### config.mk
export PLATFORM = sky130hd
export DESIGN_NAME = exu_wb_arb
export DESIGN_NICKNAME = d
export VERILOG_FILES = /design/src/rtl/exu_wb_arb.sv
export SDC_FILE = /design/constraint.sdc
export NUM_CORES = 1
export LEC_CHECK = 0
export CAP_MARGIN = 20
export CORE_ASPECT_RATIO = 1.5
export CORE_MARGIN = 5
export CORE_UTILIZATION = 50
export CTS_BUF_LIST = sky130_fd_sc_hd__clkbuf_4 sky130_fd_sc_hd__clkbuf_8
export CTS_CLUSTER_DIAMETER = 200
export DETAILED_ROUTE_END_ITERATION = 10
export DONT_BUFFER_PORTS = 1
export GPL_TIMING_DRIVEN = 0
export PLACE_DENSITY = 0.64
export SLEW_MARGIN = 40
export SYNTH_ARGS = -nofsm -noshare
export SYNTH_HDL_FRONTEND = slang
export SYNTH_SLANG_ARGS = --single-unit
### constraint.sdc
create_clock -name clk -period 3.4 [get_ports clk]
set_input_delay 0.34 -clock clk [delete_from_list [all_inputs] [get_ports clk]]
set_output_delay 0.34 -clock clk [all_outputs]
set_load 0.01 [all_outputs]
### src/rtl/exu_wb_arb.sv
// Write-back arbiter for the integer register-file write port.
// The ALU always wins the port. MDU results are buffered in order and drain
// when the ALU is idle. A starvation guard stalls issue so the head drains.
module exu_wb_arb #(
   parameter int XLEN       = 32,
   parameter int BUF_DEPTH  = 2,
   parameter int STARVE_MAX = 8
) (
   input  logic                           clk,
   input  logic                           rst,
   input  logic [XLEN-1:0]                alu_wb_data,
   input  logic [4:0]                     alu_wb_rd_addr,
   input  logic                           alu_wb_rd_wr_en,
   input  logic                           mdu_valid,
   output logic                           mdu_ready,
   input  logic [XLEN-1:0]                mdu_data,
   input  logic [4:0]                     mdu_rd_addr,
   output logic                           rf_wr_en,
   output logic [4:0]                     rf_wr_addr,
   output logic [XLEN-1:0]                rf_wr_data,
   output logic                           rf_wr_src,
   output logic                           issue_stall,
   output logic [$clog2(BUF_DEPTH+1)-1:0] buf_count
);
   localparam int CW = $clog2(BUF_DEPTH + 1);
   localparam int PW = (BUF_DEPTH > 1) ? $clog2(BUF_DEPTH) : 1;
   localparam int SW = $clog2(STARVE_MAX + 1);

   typedef enum logic {RUN = 1'b0, STALL = 1'b1} state_t;

   // Circular buffer storage; only slots between head and tail are meaningful.
   logic [XLEN-1:0]      data_q [BUF_DEPTH];
   logic [4:0]           rd_q   [BUF_DEPTH];
   logic [BUF_DEPTH-1:0] dead_q, dead_d;
   logic [PW-1:0]        head_q, head_d, tail_q, tail_d;
   logic [CW-1:0]        count_q, count_d;
   logic [SW-1:0]        starve_q, starve_d;
   state_t               state_q, state_d;

   logic                 wr_en_q, wr_en_d, wr_src_q, wr_src_d;
   logic [4:0]           wr_addr_q, wr_addr_d;
   logic [XLEN-1:0]      wr_data_q, wr_data_d;

   logic alu_win, buf_empty, xfer, mdu_live, head_live, head_dead;
   logic grant_head, bypass, pop, push, push_dead;

   function automatic logic [PW-1:0] wrap_inc(input logic [PW-1:0] p);
      return (p == PW'(BUF_DEPTH - 1)) ? '0 : p + PW'(1);
   endfunction

   // ALU writes to x0 neither take the port nor kill buffered entries.
   assign alu_win    = alu_wb_rd_wr_en && (alu_wb_rd_addr != 5'd0);
   assign buf_empty  = (count_q == '0);
   // Ready depends on registered occupancy only, never on this cycle's pop.
   assign mdu_ready  = (count_q < CW'(BUF_DEPTH));
   assign xfer       = mdu_valid && mdu_ready;
   assign mdu_live   = xfer && (mdu_rd_addr != 5'd0);
   assign head_live  = !buf_empty && !dead_q[head_q];
   assign head_dead  = !buf_empty && dead_q[head_q];
   assign grant_head = !alu_win && head_live;
   assign bypass     = !alu_win && buf_empty && mdu_live;
   assign pop        = grant_head || head_dead;
   assign push       = mdu_live && !bypass;
   // An arriving result already overwritten by the younger ALU write is dead.
   assign push_dead  = alu_win && (mdu_rd_addr == alu_wb_rd_addr);

   generate
      for (genvar gi = 0; gi < BUF_DEPTH; gi++) begin : g_dead
         assign dead_d[gi] = (push && (tail_q == PW'(gi))) ? push_dead :
                             (dead_q[gi] || (alu_win && (rd_q[gi] == alu_wb_rd_addr)));
      end
   endgenerate

   // Pointer and occupancy update for at most one push and one pop per cycle.
   always_comb begin
      head_d  = pop  ? wrap_inc(head_q) : head_q;
      tail_d  = push ? wrap_inc(tail_q) : tail_q;
      count_d = count_q;
      if (push && !pop) begin
         count_d = count_q + CW'(1);
      end else if (pop && !push) begin
         count_d = count_q - CW'(1);
      end
   end

   // Starvation counter and RUN/STALL next state.
   always_comb begin
      starve_d = starve_q;
      state_d  = state_q;
      if (pop || buf_empty) begin
         starve_d = '0;
      end else if (head_live && alu_win && (starve_q != SW'(STARVE_MAX))) begin
         starve_d = starve_q + SW'(1);
      end
      case (state_q)
         RUN:     if (!pop && (starve_q == SW'(STARVE_MAX))) state_d = STALL;
         STALL:   if (pop) state_d = RUN;
         default: state_d = RUN;
      endcase
   end

   // Port grant: ALU, then live head, then bypass; address/data hold when idle.
   always_comb begin
      wr_en_d   = 1'b0;
      wr_src_d  = wr_src_q;
      wr_addr_d = wr_addr_q;
      wr_data_d = wr_data_q;
      if (alu_win) begin
         wr_en_d   = 1'b1;
         wr_src_d  = 1'b0;
         wr_addr_d = alu_wb_rd_addr;
         wr_data_d = alu_wb_data;
      end else if (grant_head) begin
         wr_en_d   = 1'b1;
         wr_src_d  = 1'b1;
         wr_addr_d = rd_q[head_q];
         wr_data_d = data_q[head_q];
      end else if (bypass) begin
         wr_en_d   = 1'b1;
         wr_src_d  = 1'b1;
         wr_addr_d = mdu_rd_addr;
         wr_data_d = mdu_data;
      end
   end

   // Control state, destinations and registered write-port outputs.
   always_ff @(posedge clk or posedge rst) begin
      if (rst) begin
         head_q    <= '0;
         tail_q    <= '0;
         count_q   <= '0;
         dead_q    <= '0;
         starve_q  <= '0;
         state_q   <= RUN;
         wr_en_q   <= 1'b0;
         wr_src_q  <= 1'b0;
         wr_addr_q <= '0;
         wr_data_q <= '0;
         for (int i = 0; i < BUF_DEPTH; i++) rd_q[i] <= '0;
      end else begin
         head_q    <= head_d;
         tail_q    <= tail_d;
         count_q   <= count_d;
         dead_q    <= dead_d;
         starve_q  <= starve_d;
         state_q   <= state_d;
         wr_en_q   <= wr_en_d;
         wr_src_q  <= wr_src_d;
         wr_addr_q <= wr_addr_d;
         wr_data_q <= wr_data_d;
         if (push) rd_q[tail_q] <= mdu_rd_addr;
      end
   end

   // Result data storage; written only on push, read only for valid slots.
   always_ff @(posedge clk) begin
      if (push) data_q[tail_q] <= mdu_data;
   end

   assign rf_wr_en    = wr_en_q;
   assign rf_wr_addr  = wr_addr_q;
   assign rf_wr_data  = wr_data_q;
   assign rf_wr_src   = wr_src_q;
   assign issue_stall = (state_q == STALL);
   assign buf_count   = count_q;

endmodule

== After elaboration in Yosys (flattened, before gate mapping) ==
Memories as Yosys holds them, arrays and structs flattened.
Cells that the tools add are included.
Operators by class
  reduce and logical (&&, ||, !) cells: 36
  bitwise operators: 4
  magnitude comparators: 5
  muxes and demuxes: 33
  $add $sub $neg: 5
  eq/ne operators: 5
Operator list (count)
  $mux W32: 3
  $mux W5: 7
  $logic_and A1 B1 Y1: 20
  $mux W1: 16
  $eq A5 B5 Y1: 3
  $bwmux W10: 1
  $reduce_bool A5 Y1: 2
  $mux W4: 2
  $logic_not A1 Y1: 6
  $demux W5 S1: 1
  $add A4 B1 Y4 const B: 1
  $eq A4 B4 Y1 const B: 1
  $ge A2 B2 Y1 const B: 2
  $logic_or A1 B1 Y1: 4
  $mux W2: 2
  $ne A4 B4 Y1 const B: 1
  $not A1 Y2: 2
  $reduce_bool A2 Y1: 2
  $reduce_bool A3 Y1: 1
  $add A1 B1 Y1 const B: 2
  $add A2 B1 Y2 const B: 1
  $logic_not A2 Y1: 1
  $lt A1 B2 Y1 const B: 1
  $lt A2 B1 Y1 const B: 1
  4 further kinds: 5
Storage, ports and cells
  register bits after elaboration: 60
  output and inout bits: 43
  bits in writable memories: 64
  memories kept: 1
Memory list
  data_q: words 2, width 32, rd ports 1, clocked after memory_dff 0, write ports 1, RTL line 32  | logic [XLEN-1:0] data_q [BUF_DEPTH];

== Longest topological paths before layout ==
  depth after elaboration: 11
  mapped depth: 9
  mapped depth without buffers: 7

== Worst setup path after synthesis ==
OpenSTA, ideal clock, no wires.
  path type: register -> register
  from: register count_q[0], in the netlist buf_count[0]
  to: register rd_q[6] (netlist bit)
  data arrival time: 2.881 ns
  clock period less this slack: 3.006 ns
  data required time: 3.275 ns
  setup time: 0.125 ns
  setup slack: 0.394 ns
  cell stages (with the launch flop): 6
  cells stage by stage: dfrtp_1 > clkbuf_1 > or3_1 > o22a_1 > nor3b_2 > mux2_2
Between the ends
  word-level cells in the longest chain between the ends: 6
  elaborated cells on any way between the ends: 8
  those cells by class: order compare: 1; reduce/logical: 7
RTL lines
  from (decl): RTL line 36  | logic [CW-1:0] count_q, count_d;
  from (signal assigned): RTL line 143  | count_q <= count_d;
  $lt A2 B2 Y1: RTL line 55  | assign mdu_ready = (count_q < CW'(BUF_DEPTH));
  $logic_and A1 B1 Y1: RTL line 56  | assign xfer = mdu_valid && mdu_ready;
  $logic_and A1 B1 Y1: RTL line 57  | assign mdu_live = xfer && (mdu_rd_addr != 5'd0);
  $logic_and A1 B1 Y1: RTL line 61  | assign bypass = !alu_win && buf_empty && mdu_live;
  $logic_not A1 Y1: RTL line 63  | assign push = mdu_live && !bypass;
  $logic_and A1 B1 Y1 *: RTL line 63
  to (signal, indexed assignment): RTL line 151  | if (push) rd_q[tail_q] <= mdu_rd_addr;
  to (decl): RTL line 33  | logic [4:0] rd_q [BUF_DEPTH];
Mark *: on every way between the ends. The rest lies on a longest branch, timed or not.
A chain may end at the register's enable or synchronous reset.

== Worst setup path after layout ==
  from: register count_q[0], in the netlist buf_count[0]
  to: register wr_data_q[23], in the netlist rf_wr_data[23]
Between the ends
  word-level cells in the longest chain between the ends: 6
  elaborated cells on any way between the ends: 12
  those cells by class: order compare: 1; mux: 2; reduce/logical: 9
RTL lines
  branches (longest 6 deep; another with $lt A2 B2 Y1)
  to (signal assigned): RTL line 150  | wr_data_q <= wr_data_d;
  to (decl): RTL line 42  | logic [XLEN-1:0] wr_data_q, wr_data_d;
Parallel ways; which one is timed is not known.

==> results.ini <==
[status]
result_of_the_run = completed

[synthesis]
number_of_synthesized_flops_with_an_enable_pin = 64
synth_largest_type_area_fraction_pct = 34.5
dominantRegCellSynth = sky130_fd_sc_hd__edfxtp_1
synth_area_um2 = 5570
synth.net_count = 495
yosys.area.top_type = sky130_fd_sc_hd__edfxtp_1
synth.avg_cell_area_um2 = 13.5
post_synth_main_area_contributors = sky130_fd_sc_hd__edfxtp_1 34%, sky130_fd_sc_hd__dfrtp_1 27%, sky130_fd_sc_hd__mux2_2 6.9%, sky130_fd_sc_hd__a2111oi_0 3.5%, sky130_fd_sc_hd__o2bb2ai_1 2.8%
async_reset_ff_share_pct = 48.4
netlist_top_cells_count = 64 x sky130_fd_sc_hd__edfxtp_1, 60 x sky130_fd_sc_hd__dfrtp_1, 35 x sky130_fd_sc_hd__nor2_1
post_synth_inst_count = 414
seq_total_area_yosys_pct = 61.4
post_synth_num_cell_types = 46
ys_ff_latch = 124
ys_warn_count = 0
yosysMostFrequentCell = sky130_fd_sc_hd__edfxtp_1

[cts]
cts.htree.levels = 4
cts_tree = built
clk_root_buffer_cell = sky130_fd_sc_hd__clkbuf_8
cts.reportedPaths.clkPinSlew_ps = 70
cts_setup_buffers = 0
clock_sinks = 124
deepest_clock_path_buffer_count = 2
clk-insertion-delay-late_ps = 440
cts.repair.resized = 0
tritoncts_buffer_count = 17

[timing]
finalHoldViolations = 0
grt_setup_unrepaired = false
final_period_minus_worst_setup_slack_ps = 2260
final_max_slew_violation_count = 0
max_slew.worst_pin.slew_ps = 703
slew_headroom_pct = 53.2
timing.final.crit_share_pct = 66.6
max_clock_freq_ghz = 0.442
finalSetupViolations = 0
fin_worst_skew_ps = 12.7

[global_route]
grt_max_degree = 39
grt.overflow.total = 0
grt.total_usage_pct = 22.0
wire_length_of_the_first_global_routing_pass_um = 21900
grt_antenna_before_repair = 0
first_global_vias = 4012

[floorplanning]
die_y_um = 139
fp.coreArea_um2 = 11000
fp-row-count = 47
io_pins = 121
fp.dieArea_um2 = 13400
floorplan.initialDensity_pct = 50.7
die_w_um = 96.2

[pwr]
max_rail_drop_vdd_uv = 358
leakage_power_nw = 2.41
power_per_cell_area_nw_per_um2 = 812
power_frac_comb_pct = 30.7
cell_internal_pwr_w = 0.00341
clock_power_share_pct = 23.0
finalPower_w = 0.00530
power_frac_seq_pct = 46.3
power.share.switching_pct = 35.5
p_switching_w = 0.00188

[hold_path]
timing.hold.worst.class = in2reg
worstHoldStart = alu_wb_rd_addr[1]
worstHoldEndpoint = rf_wr_addr[1]
instance_count_along_the_most_critical_hold_path = 2

[placement]
place_congestion = 0.806
place_inst = 566
detailed_place.area_um2 = 5820
port-buffer-count = 0
post-dp-hpwl_um = 9560

[layout]
n_antenna_cell = 0
syn_to_final_growth_pct = 17.1
final_net_count = 552
fin_cells = 631
final_layout_size_suffix_gt1_share_pct = 21.3
post-route-cell-area_um2 = 6530
fin_util_pct = 59.3

[setup_path]
critPathMaxFanout = 10
worst-r2r-cell-count = 5
cp_data_required_time_ps = 3700
end_kind = flop
reg2reg_end = rf_wr_data[23]
rrSetupSlack_ps = 1140
critical_path.startpoint_type = flop
setup.worst_path.class = reg2reg
crit-reg2reg-launch = buf_count[0]
critPathArrivalTime_ps = 2570

[detailed_routing]
routed_wirelength_um = 14000
drt_drc_violations_left = 0
drt_pre_antenna_iters = 4
route.vias.total = 3651
post_drt_wl_per_cell_um = 22.2
vias_per_cell = 5.79
violation_count_after_the_first_detailed_route_iteration = 101
ant_nets = 0

[flow_run]
max_cap_violations = 0

==> per-stage QoR <==
step	setup TNS, ps	worst slack [ps]	hold slack (ps)
after floorplan	0	394	439
after global placement	-24840	-770	439
after detailed placement	0	1060	284
after CTS	0	1110	11.2
after global routing	0	811	14.1
final	0	1140	31.1
==> power groups by stage <==
stage               Sequential [W]  Clock, W  Combinational [W]
finish                     0.00245   0.00122            0.00163
global route               0.00251   0.00130            0.00180
CTS                        0.00246   0.00123            0.00165
detailed placement         0.00249         0            0.00161
global placement           0.00248         0            0.00154
floorplan                  0.00239         0            0.00121
==> cell type report <==
class / instances / area (µm²)
Fill cell: 920 / 4470
Sequential cell: 124 / 3420
Multi-Input combinational cell: 239 / 1910
Timing Repair Buffer: 38 / 388
Clock buffer: 24 / 299
Tap cell: 147 / 184
Buffer: 30 / 164
Inverter: 21 / 83.8
Clock inverter: 8 / 71.3
==> kinds of logic after synthesis <==
kind of cell	synth area share, %
xor+xnor	3.46
compound gates	14.6
mux	7.59
buf+inv	4.36
fa+ha+maj	0.674
flops	61.4
simple gates	7.93
==> per-layer routing <==
layer | wire length (µm) | up-vias | GRT usage (%)
met5 | 0 | - | 0
met4 | 229 | 0 | 7.87
met3 | 797 | 21 | 5.89
met2 | 7500 | 99 | 37.6
met1 | 5480 | 1836 | 26.1
li1 | - | 1695 | -
==> worst max-delay path, stage by stage, from the launching register on <==
cell	delay, ps
sky130_fd_sc_hd__dfrtp_1	420
sky130_fd_sc_hd__clkbuf_1	220
sky130_fd_sc_hd__o21ai_0	500
sky130_fd_sc_hd__clkbuf_1	450
sky130_fd_sc_hd__a2111oi_0	170
sky130_fd_sc_hd__a2111oi_0	380
==> layout by cell type, fill, tap and decap left out, types with 4 or more instances in the layout <==
cell,n
sky130_fd_sc_hd__a2111oi_0,22
sky130_fd_sc_hd__a2111oi_1,4
sky130_fd_sc_hd__a221oi_1,15
sky130_fd_sc_hd__a2bb2oi_1,5
sky130_fd_sc_hd__buf_2,11
sky130_fd_sc_hd__buf_6,5
sky130_fd_sc_hd__clkbuf_1,13
sky130_fd_sc_hd__clkbuf_4,5
sky130_fd_sc_hd__clkbuf_8,19
sky130_fd_sc_hd__clkinv_2,5
sky130_fd_sc_hd__dfrtp_1,60
sky130_fd_sc_hd__dlygate4sd3_1,33
sky130_fd_sc_hd__edfxtp_1,64
sky130_fd_sc_hd__inv_1,18
sky130_fd_sc_hd__mux2_2,34
sky130_fd_sc_hd__mux2i_1,4
sky130_fd_sc_hd__nand2_1,8
sky130_fd_sc_hd__nor2_1,35
sky130_fd_sc_hd__nor2b_1,14
sky130_fd_sc_hd__nor3_1,21
sky130_fd_sc_hd__o221ai_1,5
sky130_fd_sc_hd__o2bb2ai_1,18
sky130_fd_sc_hd__xnor2_1,9
sky130_fd_sc_hd__xor2_1,13
==> what timing repair did <==
item,4_1_cts,5_1_grt
hold endpoints to repair,101,0
endpoints found under the setup margin,0,0
hold buffers,33,0
==> how the worst max path moves through the flow <==
stage	slack, ps	end	from	cells after the start
after floorplan	390	rd_q[6]	buf_count[0]	5
after global placement	-770	rd_q[8]	buf_count[0]	5
after detailed placement	1060	buf_count[1]	alu_wb_rd_addr[2]	9
after CTS	1110	rf_wr_data[24]	buf_count[0]	5
after global routing	810	rf_wr_data[23]	buf_count[0]	5
final	1140	rf_wr_data[23]	buf_count[0]	5
==> state kept, by name, indices dropped and copies added (netlist names), 2 cells and up <==
| signal | cells |
|---|---|
| rf_wr_addr | 5 |
| rf_wr_data | 32 |
| starve_q | 4 |
| buf_count | 2 |
| data_q | 64 |
| rd_q | 10 |
| dead_q | 2 |
Note: power is estimated with default switching activity, not from simulation.
